--- src/rtl/pc_sequencer.sv ---
// Next-PC selection and fetch sequencing FSM with stall watchdog.
// Optional HALT state and Halt port are enabled by defining PC_SEQ_HALT_EN.
module pc_sequencer #(
  parameter logic [31:0] RESET_VECTOR = 32'h0000_0000,
  parameter int          STALL_MAX    = 15
) (
  input  logic        Clk,
  input  logic        Reset,
  input  logic [31:0] PCResult,
  input  logic        Stall,
  input  logic        BranchTaken,
  input  logic [31:0] BranchTarget,
  input  logic        Jump,
  input  logic [31:0] JumpTarget,
`ifdef PC_SEQ_HALT_EN
  input  logic        Halt,
`endif
  output logic [31:0] Address,
  output logic        IF_Flush,
  output logic        MisalignErr,
  output logic        StallTimeout,
  output logic [1:0]  State
);

  typedef enum logic [1:0] {
    ST_INIT  = 2'b00,
    ST_RUN   = 2'b01,
    ST_STALL = 2'b10,
    ST_HALT  = 2'b11
  } state_t;

  state_t      state, state_next;
  logic [3:0]  stall_cnt, stall_cnt_next, stall_cnt_inc;
  logic        timeout_q, timeout_set;
  logic        halt_req;
  logic [31:0] redirect_raw;

`ifdef PC_SEQ_HALT_EN
  assign halt_req = Halt;
`else
  assign halt_req = 1'b0;
`endif

  always_comb begin
    state_next   = state;
    Address      = PCResult;
    IF_Flush     = 1'b0;
    MisalignErr  = 1'b0;
    redirect_raw = '0;
    case (state)
      ST_INIT: begin
        Address    = RESET_VECTOR;
        IF_Flush   = 1'b1;
        state_next = ST_RUN;
      end
      ST_RUN: begin
        if (halt_req)   state_next = ST_HALT;
        else if (Stall) state_next = ST_STALL;
        // Stall wins over any redirect; the redirect must be re-presented later.
        if (Stall) begin
          Address = PCResult;
        end else if (Jump || BranchTaken) begin
          redirect_raw = Jump ? JumpTarget : BranchTarget;
          Address      = {redirect_raw[31:2], 2'b00};
          IF_Flush     = 1'b1;
          MisalignErr  = |redirect_raw[1:0];
        end else begin
          Address = PCResult + 32'd4;
        end
      end
      ST_STALL: begin
        if (halt_req)    state_next = ST_HALT;
        else if (!Stall) state_next = ST_RUN;
      end
      ST_HALT: begin
        state_next = ST_HALT;
      end
      default: state_next = ST_INIT;
    endcase
    if (Reset) begin
      Address     = RESET_VECTOR;
      IF_Flush    = 1'b1;
      MisalignErr = 1'b0;
      state_next  = ST_INIT;
    end
  end

  assign stall_cnt_inc = (stall_cnt == 4'hF) ? 4'hF : stall_cnt + 4'd1;

  always_comb begin
    stall_cnt_next = stall_cnt;
    timeout_set    = 1'b0;
    if (state == ST_INIT) begin
      stall_cnt_next = 4'd0;
    end else if (state == ST_STALL) begin
      if (state_next == ST_RUN) begin
        stall_cnt_next = 4'd0;
      end else if (state_next == ST_STALL) begin
        stall_cnt_next = stall_cnt_inc;
        timeout_set    = (int'(stall_cnt_inc) == STALL_MAX);
      end
    end
  end

  always_ff @(posedge Clk) begin
    if (Reset) begin
      state     <= ST_INIT;
      stall_cnt <= 4'd0;
      timeout_q <= 1'b0;
    end else begin
      state     <= state_next;
      stall_cnt <= stall_cnt_next;
      timeout_q <= timeout_q | timeout_set;
    end
  end

  assign StallTimeout = timeout_q;
  assign State        = state;

endmodule

--- config.mk ---
export PLATFORM = sky130hd
export DESIGN_NAME = pc_sequencer
export DESIGN_NICKNAME = d
export VERILOG_FILES = /design/src/rtl/pc_sequencer.sv
export SDC_FILE = /design/constraint.sdc
export NUM_CORES = 1
export LEC_CHECK = 0
export BUFFER_PORTS_ARGS = -buffer_cell sky130_fd_sc_hd__buf_2
export CORE_ASPECT_RATIO = 2
export CORE_MARGIN = 4
export CORE_UTILIZATION = 44
export CTS_CLUSTER_SIZE = 24
export DETAILED_ROUTE_END_ITERATION = 10
export PLACE_DENSITY_LB_ADDON = 0.05
export SLEW_MARGIN = 25
export SYNTH_ARGS = -nofsm -noshare
export SYNTH_HDL_FRONTEND = slang
export SYNTH_SLANG_ARGS = --single-unit
--- constraint.sdc ---
create_clock -name Clk -period 2.7 [get_ports Clk]
set_input_delay 0.405 -clock Clk [delete_from_list [all_inputs] [get_ports Clk]]
set_output_delay 0.405 -clock Clk [all_outputs]
set_load 0.02 [all_outputs]
==> flow_summary_export.csv <==
group,metric,value,unit
yosys,syn_nets,461,
final_layout,fin_nets,598,
clock_network,cts_buffers,3,
timing,setup_viol,0,
timing,hold_viol_final,0,
clock_network,cts.sinks,7,
floorplan,die_w,57.51,um
clock_network,cts_buffer_depth,2,
floorplan,start_util,0.4603,
place,place_ws,0.09481,ns
grt,overflow,0,
pwr,ir_drop,0.3159,mV
pwr,leakagePower,1.360,nW
timing,worst_pin_slew,0.5417,ns
yosys,synthXorXnorAreaFrac,0.02030,
timing,rsz0062_at_grt,"yes",
yosys,synth_ff_type,"dfxtp_1",
clock_network,clk_latency,0.24,ns
timing,fin_worst_skew,0.001232,ns
timing,max_slew_margin,0.6388,
yosys,synth_warnings,0,
yosys,seq_area_frac_synth,0.06497,
timing,hold_slack,0.4706,ns
yosys,synthSimpleGateAreaFrac,0.3852,
final_layout,n_antenna_cell,0,
routing,routed_wl,9717,um
critical_path,cp_slowest_cell,"or3_1",
final_layout,stdcell_count,547,
yosys,synth_edf_count,0,
yosys,syn_area,2157,um2
pwr,p_per_area,248.3,nW/um2
routing,firstDrtPassIters,6,
floorplan,die_h,107.0,um
critical_path,crit_family,"simple AND/OR/NAND/NOR gates",
critical_path,cp_common_cell,"buf_2",
grt,grt_antenna_before_repair,0,
routing,drtAntennaViolNets,0,
floorplan,boundaryPins,138,
pwr,power,0.7588,mW
hold_path,min_path_type,"reg -> reg",
timing,max_freq,0.3830,GHz
routing,drtIter0Drc,179,
yosys,synthMuxAreaShare,0.02784,
clock_network,root_buffer,"clkbuf_8",
floorplan,coreArea,4686,um2
final_layout,fillers,495,
final_layout,area_growth,41.65,%
critical_path,critPathLaunchType,"primary input",
routing,wire_per_inst,17.76,um
yosys,synthAdderAreaFrac,0.02320,
grt,grt_max_degree,22,
clock_network,tritoncts,"done",
clock_network,clk_pin_slew,0.04,ns
status,outcome,"finished, final reports clean",
timing,drv_slew,0,
yosys,ys_async_sr_fraction,0,
critical_path,cp.required,2.30,ns
critical_path,crit_chain,"buf_2, nand4_4, or3_1, or4b_1, a21oi_1, o21ba_2, buf_2",
place,dpl.hpwl,7808,um
critical_path,crit_arrival,2.21,ns
routing,vias_per_cell,6.314,
critical_path,crit_buf_inv,2,
yosys,synth_cells,356,
grt,grt_first_pass_wirelength,15130,um
routing,num_vias,3454,
critical_path,endpoint_kind,"output port",
routing,drc,0,
critical_path,crit_fanout,9,
flow_run,drv_cap,0,
critical_path,crit_type,"in -> out",
final_layout,layout_commonest_cell,"buf_2",
place,dpl.cell_count,543,
place,gp_congestion,0.9277,
place,io_buffers,137,
yosys,synth-seq-cells,7,
grt,grt_pass1_vias,3350,
floorplan,dieArea,6155,um2
clock_network,cts_setup_buffers,0,
clock_network,cts_htree_levels,1,
timing,min_period_over_period,0.9671,
yosys,synth_top_family_by_area,"compound AO/OA/AOI/OAI gates",
critical_path,slowest_delay,0.50,ns
timing,min_period,2.611,ns
yosys,syn_avg_cell_area,6.059,um2
final_layout,drive_gt1_frac,0.3476,
final_layout,layout_common_cells,"137 x buf_2, 37 x nor2_1, 35 x nand2_1, 28 x a21oi_1, 26 x o21ai_0",
yosys,synth_compound_area_frac,0.3962,
floorplan,num_rows,35,
timing,finalWorstSetupSlack,0.08875,ns
grt,grt_usage,0.3028,
yosys,synth_cell_types,51,
worst reg2reg max path, delay by kind of cell, from the launching register on:
family,cells,cell delay (ns)
compound gates,3,0.50
flops,1,0.58
buf+inv,1,0.06
simple gates,4,0.83
fa+ha+maj,1,0.30
routing by layer:
metal  up-vias  global-route usage  routed length, um
met1      1560              0.3145               3275
met3        49             0.03494                790
met2       207              0.5510               5175
met4         0              0.1891                476
met5         -                   0                  0
li1       1638                   -                  -
per-stage QoR:
stage,utilization,TNS (ns),cell area (um2)
4_1_cts,0.6505,0,3048
3_5_place_dp,0.6409,0,3003
6_report,0.6521,0,3055
3_3_place_gp,0.6409,0,3003
2_1_floorplan,-,0,2157
5_1_grt,0.6521,-0.03467,3055
power breakdown:
part / internal [mW] / switching, mW
Combinational: 0.196 / 0.290
Clock: 0.103 / 0.0565
Sequential: 0.106 / 0.00725
Total: 0.405 / 0.354
registers in the layout, summed over array words and instances, names as in the netlist:
name	count
StallTimeout	1
State	2
stall_cnt	4
cells in the mapped netlist, drive strengths merged (7+ instances only):
cell	instances	area, um2
nor4	8	50.05
clkbuf	23	86.33
nor3	10	50.05
nand2	35	131.4
nor2	37	138.9
inv	17	63.81
nand4	13	96.34
o221ai	16	140.1
dfxtp	7	140.1
o21ai	26	130.1
nand3	15	75.07
nand2b	15	93.84
a21oi	28	140.1
a31oi	10	62.56
timing repair:
| item | 4_1_cts | 5_1_grt |
|---|---|---|
| hold buffers | 0 | 0 |
| resized for setup | 0 | 2 |
| setup endpoints to repair | 0 | 3 |
cell type report:
cell class                      instances  area [um2]  area share
Timing Repair Buffer                  161       890.9      0.2916
Tap cell                               55       68.82     0.02252
Sequential cell                         7       140.1     0.04586
Multi-Input combinational cell        303        1847      0.6044
Clock buffer                            4       45.04     0.01474
Inverter                               17       63.81     0.02088
kinds of logic after synthesis:
kind of cell,count (synthesis)
AO/OA/AOI/OAI,127
adder cells (fa/ha/maj),4
XOR/XNOR,5
flip-flops,7
AND/OR/NAND/NOR,161
buffers and inverters,46
multiplexers,6
worst paths after layout:
| check | to | depth (start not counted) | slack, ns | from |
|---|---|---|---|---|
| max | Address[19] | 7 | 0.09 | PCResult[13] |
| min reg2reg | StallTimeout$_SDFF_PP0_ | 2 | 0.47 | StallTimeout$_SDFF_PP0_ |
| max reg2reg | stall_cnt[0]$_SDFFE_PP0P_ | 9 | 0.35 | State[1]$_SDFF_PP0_ |
| min | StallTimeout$_SDFF_PP0_ | 2 | 0.47 | StallTimeout$_SDFF_PP0_ |
No activity file was read; power rests on OpenSTA's default activity.
